$ cat src/rtl/decode_stage_pkg.sv
// decode_stage_pkg: shared ID/EX payload type, RV32I opcodes and ALU op encoding
package decode_stage_pkg;

    localparam int PC_WIDTH = 32;
    localparam int XLEN     = 32;

    localparam logic [6:0] OPC_LUI    = 7'b0110111;
    localparam logic [6:0] OPC_AUIPC  = 7'b0010111;
    localparam logic [6:0] OPC_JAL    = 7'b1101111;
    localparam logic [6:0] OPC_JALR   = 7'b1100111;
    localparam logic [6:0] OPC_BRANCH = 7'b1100011;
    localparam logic [6:0] OPC_LOAD   = 7'b0000011;
    localparam logic [6:0] OPC_STORE  = 7'b0100011;
    localparam logic [6:0] OPC_OP_IMM = 7'b0010011;
    localparam logic [6:0] OPC_OP     = 7'b0110011;

    typedef enum logic [3:0] {ADD, SUB, SLL, SLT, SLTU, XOR, SRL, SRA, OR, AND} alu_op_type;

    typedef struct packed {
        logic                valid;
        logic [PC_WIDTH-1:0] pc;
        logic [4:0]          rs1;
        logic [4:0]          rs2;
        logic [4:0]          rd;
        logic [XLEN-1:0]     rs1_data;
        logic [XLEN-1:0]     rs2_data;
        logic [XLEN-1:0]     imm;
        alu_op_type          alu_op;
        logic                alu_src_imm;
        logic                mem_read;
        logic                mem_write;
        logic                reg_write;
        logic                branch;
        logic                jump;
        logic                jalr;
        logic                lui;
        logic                auipc;
        logic [2:0]          funct3;
        logic                illegal;
    } id_ex_type;

    // alt selects SUB/SRA; callers pass it only where funct7[5] is meaningful
    function automatic alu_op_type alu_decode(input logic [2:0] f3, input logic alt);
        case (f3)
            3'd0:    return alt ? SUB : ADD;
            3'd1:    return SLL;
            3'd2:    return SLT;
            3'd3:    return SLTU;
            3'd4:    return XOR;
            3'd5:    return alt ? SRA : SRL;
            3'd6:    return OR;
            default: return AND;
        endcase
    endfunction

endpackage

$ cat src/rtl/decode_stage_register_file.sv
// register_file: 32 x XLEN integer registers, two async reads with write-through bypass
module register_file
    import decode_stage_pkg::*;
(
    input  logic            clk,
    input  logic            reset,
    input  logic [4:0]      rs1_addr_i,
    input  logic [4:0]      rs2_addr_i,
    output logic [XLEN-1:0] rs1_data_o,
    output logic [XLEN-1:0] rs2_data_o,
    input  logic            we_i,
    input  logic [4:0]      wr_addr_i,
    input  logic [XLEN-1:0] wr_data_i
);

    logic [XLEN-1:0] regs_q [32];

    // clear on reset; x0 is never written so it stays zero
    always_ff @(posedge clk) begin
        if (reset) begin
            for (int k = 0; k < 32; k++) regs_q[k] <= '0;
        end else if (we_i && wr_addr_i != 5'd0) begin
            regs_q[wr_addr_i] <= wr_data_i;
        end
    end

    // x0 reads zero; a same-cycle write to the read address is forwarded
    always_comb begin
        rs1_data_o = (rs1_addr_i == 5'd0) ? '0 : (we_i && wr_addr_i == rs1_addr_i) ? wr_data_i : regs_q[rs1_addr_i];
        rs2_data_o = (rs2_addr_i == 5'd0) ? '0 : (we_i && wr_addr_i == rs2_addr_i) ? wr_data_i : regs_q[rs2_addr_i];
    end

endmodule

$ cat src/rtl/decode_stage.sv
// decode_stage: RV32I decode, register read, load-use stall and ID/EX register
module decode_stage
    import decode_stage_pkg::*;
(
    input  logic                clk,
    input  logic                reset,
    input  logic                if_id_valid,
    input  logic [PC_WIDTH-1:0] if_id_pc,
    input  logic [31:0]         if_id_instruction,
    input  logic                flush,
    input  logic                wb_write_enable,
    input  logic [4:0]          wb_rd,
    input  logic [XLEN-1:0]     wb_data,
    output logic                hazard_stall,
    output id_ex_type           id_ex
);

    logic [31:0]     ins;
    logic [6:0]      opc;
    logic            is_lui, is_auipc, is_jal, is_jalr, is_branch, is_load, is_store, is_op_imm, is_op;
    logic            legal, rs1_used, rs2_used, reg_write;
    logic [XLEN-1:0] rf_rs1, rf_rs2, imm;
    id_ex_type       dec, id_ex_d, id_ex_q;

    assign ins       = if_id_instruction;
    assign opc       = ins[6:0];
    assign is_lui    = opc == OPC_LUI;
    assign is_auipc  = opc == OPC_AUIPC;
    assign is_jal    = opc == OPC_JAL;
    assign is_jalr   = opc == OPC_JALR;
    assign is_branch = opc == OPC_BRANCH;
    assign is_load   = opc == OPC_LOAD;
    assign is_store  = opc == OPC_STORE;
    assign is_op_imm = opc == OPC_OP_IMM;
    assign is_op     = opc == OPC_OP;
    assign legal     = is_lui | is_auipc | is_jal | is_jalr | is_branch | is_load | is_store | is_op_imm | is_op;
    assign rs1_used  = ~(is_lui | is_auipc | is_jal);
    assign rs2_used  = is_op | is_branch | is_store;
    assign reg_write = is_lui | is_auipc | is_jal | is_jalr | is_load | is_op_imm | is_op;

    register_file u_register_file (
        .clk       (clk),
        .reset     (reset),
        .rs1_addr_i(ins[19:15]),
        .rs2_addr_i(ins[24:20]),
        .rs1_data_o(rf_rs1),
        .rs2_data_o(rf_rs2),
        .we_i      (wb_write_enable),
        .wr_addr_i (wb_rd),
        .wr_data_i (wb_data)
    );

    // sign-extended immediate selected by instruction format; R-type and illegal give 0
    always_comb begin
        imm = (is_lui | is_auipc)              ? XLEN'($signed({ins[31:12], 12'b0})) :
              is_jal                           ? XLEN'($signed({ins[31], ins[19:12], ins[20], ins[30:21], 1'b0})) :
              is_branch                        ? XLEN'($signed({ins[31], ins[7], ins[30:25], ins[11:8], 1'b0})) :
              is_store                         ? XLEN'($signed({ins[31:25], ins[11:7]})) :
              (is_load | is_op_imm | is_jalr)  ? XLEN'($signed(ins[31:20])) : '0;
    end

    // control decode; an empty IF/ID slot decodes to an all-zero payload
    always_comb begin
        dec = '0;
        if (if_id_valid) begin
            dec.valid       = 1'b1;
            dec.pc          = if_id_pc;
            dec.rs1         = rs1_used ? ins[19:15] : 5'd0;
            dec.rs2         = rs2_used ? ins[24:20] : 5'd0;
            dec.rd          = reg_write ? ins[11:7] : 5'd0;
            dec.rs1_data    = rs1_used ? rf_rs1 : '0;
            dec.rs2_data    = rs2_used ? rf_rs2 : '0;
            dec.imm         = imm;
            dec.alu_op      = is_op ? alu_decode(ins[14:12], ins[30]) :
                              is_op_imm ? alu_decode(ins[14:12], ins[14:12] == 3'd5 && ins[30]) :
                              is_branch ? SUB : ADD;
            dec.alu_src_imm = legal & ~is_op & ~is_branch;
            dec.mem_read    = is_load;
            dec.mem_write   = is_store;
            dec.reg_write   = reg_write;
            dec.branch      = is_branch;
            dec.jump        = is_jal | is_jalr;
            dec.jalr        = is_jalr;
            dec.lui         = is_lui;
            dec.auipc       = is_auipc;
            dec.funct3      = ins[14:12];
            dec.illegal     = ~legal;
        end
    end

    // load-use: the load in ID/EX writes a register this instruction reads; a flush overrides
    always_comb begin
        hazard_stall = ~reset & if_id_valid & id_ex_q.valid & id_ex_q.mem_read & (id_ex_q.rd != 5'd0) &
                       ((rs1_used & ins[19:15] == id_ex_q.rd) | (rs2_used & ins[24:20] == id_ex_q.rd)) & ~flush;
        id_ex_d      = (flush | hazard_stall) ? '0 : dec;
    end

    // ID/EX register; flush and stall both load a zero bubble
    always_ff @(posedge clk) begin
        id_ex_q <= reset ? '0 : id_ex_d;
    end

    assign id_ex = id_ex_q;

endmodule
$ cat config.mk
export PLATFORM = sky130hd
export DESIGN_NAME = decode_stage
export DESIGN_NICKNAME = d
export VERILOG_FILES = /design/src/rtl/decode_stage_pkg.sv /design/src/rtl/decode_stage_register_file.sv /design/src/rtl/decode_stage.sv
export SDC_FILE = /design/constraint.sdc
export NUM_CORES = 2
export LEC_CHECK = 0
export CORE_ASPECT_RATIO = 1.4
export CORE_MARGIN = 2
export CORE_UTILIZATION = 49
export DETAILED_ROUTE_END_ITERATION = 10
export PLACE_DENSITY = 0.69
export SETUP_SLACK_MARGIN = 0.02
export SYNTH_ARGS = -nofsm -noshare
export SYNTH_HDL_FRONTEND = slang
export SYNTH_SLANG_ARGS = --single-unit
$ cat constraint.sdc
create_clock -name clk -period 2.9 [get_ports clk]
set_clock_uncertainty 0.15 [all_clocks]
set_input_delay 0.87 -clock clk [delete_from_list [all_inputs] [get_ports clk]]
set_output_delay 0.87 -clock clk [all_outputs]
set_load 0.02 [all_outputs]
* Yosys cells after proc, flatten, opt, wreduce, memory -nomap -nowiden *
Memory sizes are Yosys's and may differ from the RTL's.
Index checks and enable logic that the tools add are counted.
Widths: inputs -> output; s select.

cells by class
  bitwise logic cells = 37
  reduce and logical (&&, ||, !) cells = 19
  muxes and demuxes = 32
  eq/ne operators = 19

operators with widths
  operator            number
  $mux 32             12
  $mux 161            1
  $pmux 4 s7          2
  $reduce_or 32->1    1
  $eq 7x6->1 const B  3
  $eq 7x7->1 const B  3
  $eq 5x5->1          4
  $mux 5              4
  $or 1x1->1          18
  $reduce_or 4->1     4
  $eq 7x5->1 const B  2
  $mux 1              11
  $and 1x1->1         10
  $logic_not 5->1     2
  $reduce_bool 5->1   2
  $reduce_or 5->1     2
  $eq 3x3->1 const B  3
  $not 1->1           9
  $mux 4              2
  $eq 7x2->1 const B  1
  $eq 3x2->1 const B  2
  $reduce_or 6->1     1
  $logic_and 1x1->1   4
  $eq 3x1->1 const B  1
  other kinds (3)     3

word-level totals
  output and inout bits = 162
  word-level logic and storage cells = 130
  memories = 1
  bits in writable memories = 1024
  input port bits = 106
  bits in registers = 161

memory list
  memory                  words  bits a word  read ports  clocked after Yosys merged registers in  wr ports  RTL line                          source
  u_register_file.regs_q  32     32           2           0                                        32        decode_stage_register_file.sv:16  logic [XLEN-1:0] regs_q [32];

* Longest topological paths before layout *
  word-level depth = 12
  mapped depth = 11
  gate-level depth less buffers = 7

* By module *
Synthesis repeated with hierarchy kept, for this count alone.

second synthesis, totals
  cell total of the unflattened synthesis = 4226
  area total of the unflattened synthesis = 59907.5 um^2

modules (own cells, without submodules)
  module         seq. area each (um^2)  area each (um^2)  cells each  instances
  register_file  30749.5                54722.5           3740        1
  decode_stage   3223.1                 5185.0            486         1

* Least setup slack after synthesis *
No wires, ideal clock.

  path type = input-to-output
  start point = in if_id_instruction[20]
  end point = out hazard_stall
  path buffers = 1
  required time = 1.880 ns
  slack = -0.222 ns
  stages on the path = 6
  arrival time = 2.102 ns
  path through = buf_4 -> xor2_1 -> nor3_1 -> nand3_1 -> a21oi_2 -> nor2b_1

on the way
  word-level cells in the longest chain between the ends = 5

RTL lines
  element             RTL line            source
  start: declaration  decode_stage.sv:9   input logic [31:0] if_id_instruction,
  $eq 5x5->1          decode_stage.sv:94  ((rs1_used & ins[19:15] == id_ex_q.rd) | (rs2_used & ins[24:20] == id_ex_q.rd)) & ~flush;
  $and 1x1->1         decode_stage.sv:94
  $or 1x1->1          decode_stage.sv:94
  $and 1x1->1         decode_stage.sv:93  hazard_stall = ~reset & if_id_valid & id_ex_q.valid & id_ex_q.mem_read & (id_ex_q.rd != 5'd0) &
  $and 1x1->1         decode_stage.sv:94
  end: declaration    decode_stage.sv:14  output logic hazard_stall,

Every way passes these cells.

* Worst setup path after layout *
  start point = reg id_ex_q, in the netlist id_ex[114]
  end point = out hazard_stall

on the way
  word-level cells in the longest chain between the ends = 5
  elaborated cells between the ends (all ways) = 9
  classes of those cells = 2 x eq/ne; 6 x bitwise; 1 x reduce/logical

RTL lines
  element                   RTL line             source
  start: declaration        decode_stage.sv:23   id_ex_type dec, id_ex_d, id_ex_q;
  start signal: assignment  decode_stage.sv:100  id_ex_q <= reset ? '0 : id_ex_d;
  $eq 5x5->1                decode_stage.sv:94
  $and 1x1->1               decode_stage.sv:94
  $or 1x1->1                decode_stage.sv:94
  $and 1x1->1 (*)           decode_stage.sv:93
  $and 1x1->1 (*)           decode_stage.sv:94

Mark *: on every way between the ends. The rest lies on a longest branch, timed or not.

==> metrics <==
outcome=finished with violations; failing checks=setup timing; layout cells sized above 1=25.7%; Initial Utilization=49.2%; Fin. Hold Viols=0; Final setup viols=1; cell taking the most area after synthesis=edfxtp_1; largest net degree at the start of global routing=105; Worst-path clk slew=70 ps; utilization after layout=59.4%; sequential power share=49.8%; initial DRC count=5628; min setup slack post-route=-349 ps; Avg WL per Cell=33.3 µm; CP max FO=4; sink of the worst hold path=id_ex[11]; Max Root-Sink Buffers=3; DRC violations left=0; Die Height=416 µm; Comb pwr share=12.6%; Async S/R FF share, synth=0%; most numerous cell in the Yosys netlist=and2_1; PwrDens=554 nW/µm²; Synth area leaders=edfxtp_1 52%, mux4_2 17%, and2_1 11%; Yosys reg bits=1185; TritonRoute pass-1 iters=6; Max Slew Vio Count=0; Boundary Pins=268; setup TNS=-349 ps; nets=4675; max_slew headroom=24.9%; min-delay src=if_id_instruction[4]; CTS root buf=clkbuf_16; final RePlAce weighted congestion=0.942; Vias=41200; worst hold path class=in -> reg; via density per instance=6.57; H-tree Lvls=3; reg2reg end=id_ex[52]; DP Wirelength=138 mm; most instantiated cells after synthesis=1040 x and2_1, 1024 x edfxtp_1, 450 x mux4_2, 313 x clkbuf_1, 211 x mux2i_1; gr usage total=33.5%; Cell Area, Synth=59400 µm²; CP endpoint kind=primary output; net switching power=9790 µW; Worst VDD drop=0.000440 V; synth unique cells=52; worst r2r path cells=9; Worst-Margin Slew=1130 ps; Min Clock Period, post-route=3250 ps; total global routing overflow=0; WP data required=1880 ps; Place WS=-1050 ps; CTS tree=done; Internal=29900 µW; Syn-to-layout area delta=20.7%; Final period util=112%; Avg Inst Size Synth=14.4 µm²; Clk pwr share=37.6%; Reg-to-Reg Start=id_ex[114]; die width=298 µm; Core ar.=121000 µm²; RSZ-0062 raised after global routing=yes; Clock Sinks=1185; reg2reg setup slack=90 ps; number of global-route vias before repair=41500; Synth Instances=4112; Total Wirelength=209 mm; top cell type's share of synthesized area=51.8%; Most used DFF post-synth=edfxtp_1; Seq/Total Area, Yosys=57.2%; fmax=0.308 GHz; CP Launch Type=flip-flop; Lkg Pwr=0.0257 µW; global-route wire length before repair=295 mm; Max-Cap Viols=0; DRT antenna net count=0; CTS buffer count=110; Die ar.=124000 µm²; CP Class=reg -> out; initial antenna violation count=16; hold depth=2; switching share of total power=24.7%; Post-synth EDFFs=1024; Worst-Skew Late Latency=760 ps; Row Count=151; yosys warns=0; PortBufs=267; Worst Path Arrival=2230 ps
## placed cells by master, fill, tap and decap left out, types with 12 or more instances in the layout
cell             netlist  final
and2_1              1040   1039
edfxtp_1            1024   1024
mux4_2               450    450
buf_4                 16    347
clkdlybuf4s50_1        0    232
mux2i_1              211    211
dfxtp_1              161    157
buf_12                 0    138
a22oi_1              120    120
clkbuf_16              0    112
a21oi_1              111    111
nand2_1               90     90
nand3_1               81     81
nor2_1                75     45
conb_1                 1     32
o2111ai_1             31     31
a32o_1                31     31
nor2_4                 0     30
a221oi_1              30     30
clkbuf_1             313     30
or2_2                 32     29
dlygate4sd2_1          0     24
o211ai_1              22     22
o22ai_1               20     20
clkinv_2               0     20
xor2_1                18     18
nor3_1                21     18
clkinv_1               0     15
and3_1                16     14
o21ai_0               13     13
a211oi_1              12     12
o221ai_1              12     12
bufinv_16              0     12
## worst max-delay path by stage
stage,start,to,slack [ps],cells past startpoint
2_1_floorplan,if_id_instruction[24],hazard_stall,-40,6
3_3_place_gp,if_id_instruction[18],hazard_stall,-1120,7
3_5_place_dp,if_id_instruction[18],hazard_stall,-1050,7
4_1_cts,id_ex[117],hazard_stall,-400,6
5_1_grt,if_id_instruction[2],hazard_stall,-420,8
6_report,id_ex[114],hazard_stall,-350,5
## metrics by stage
step	total power (µW)	instances	hold slack, ps	instance area (µm²)
floorplan	22700	4143	642	59600
global placement	24900	6060	708	68000
detailed placement	25000	6060	715	68000
CTS	39700	6267	428	71700
global route	40600	6272	463	71700
finish	39700	6275	451	71700
## power by group through the flow
| stage | clock (µW) | sequential, µW | combinational, µW |
|---|---|---|---|
| after global routing | 15600 | 19800 | 5140 |
| after CTS | 15000 | 19700 | 4910 |
| after floorplan | 0 | 20000 | 2680 |
| after global placement | 0 | 20000 | 4860 |
| after detailed placement | 0 | 20100 | 4900 |
| final | 14900 | 19800 | 4990 |
## kinds of logic after synthesis
group                     count (synthesis)  synth area share (%)
AOI/OAI and AO/OA                       409                  4.91
xor gates and xnor gates                 20                 0.295
buffers and inverters                   436                  3.03
DFF                                    1185                  57.2
muxes                                   662                  20.6
other                                     1               0.00631
and+or+nand+nor                        1399                  13.9
## timing repair
action                                 CTS  global route
hold buffers                             0             0
pin swaps                                3             3
endpoints found under the hold margin    0             0
buffers inserted                         1             2
setup endpoints to repair               17             1
resized for setup                       36             5
## worst max-delay path: stages (launching register included)
cell       delay (ps)
dfxtp_4           380
or4_4             550
o2111ai_4         210
a21oi_2            70
nor2b_4           130
buf_6             130
## state kept, by name (all words and copies together), names as in the netlist
name	cells
id_ex	161
u_register_file.regs_q	1024
## layout make-up
type,instances,area [µm²]
fill,9127,49000
sequential,1185,34000
multi-input combinational,2522,24100
timing repair buffer,748,7990
clock buffer,147,2980
tap,1606,2010
clock inverter,59,657
antenna,6,15.0
inverter,2,7.51
## per-layer routing
layer / vias to the layer above / wire, µm / GRT usage [%]
met3: 732 / 23800 / 6.91
met1: 20900 / 69500 / 40.8
met2: 3057 / 102000 / 55.9
li1: 16600 / - / -
met4: 6 / 13900 / 19.0
met5: - / 37 / 0
Note: power is estimated with default switching activity, not from simulation.
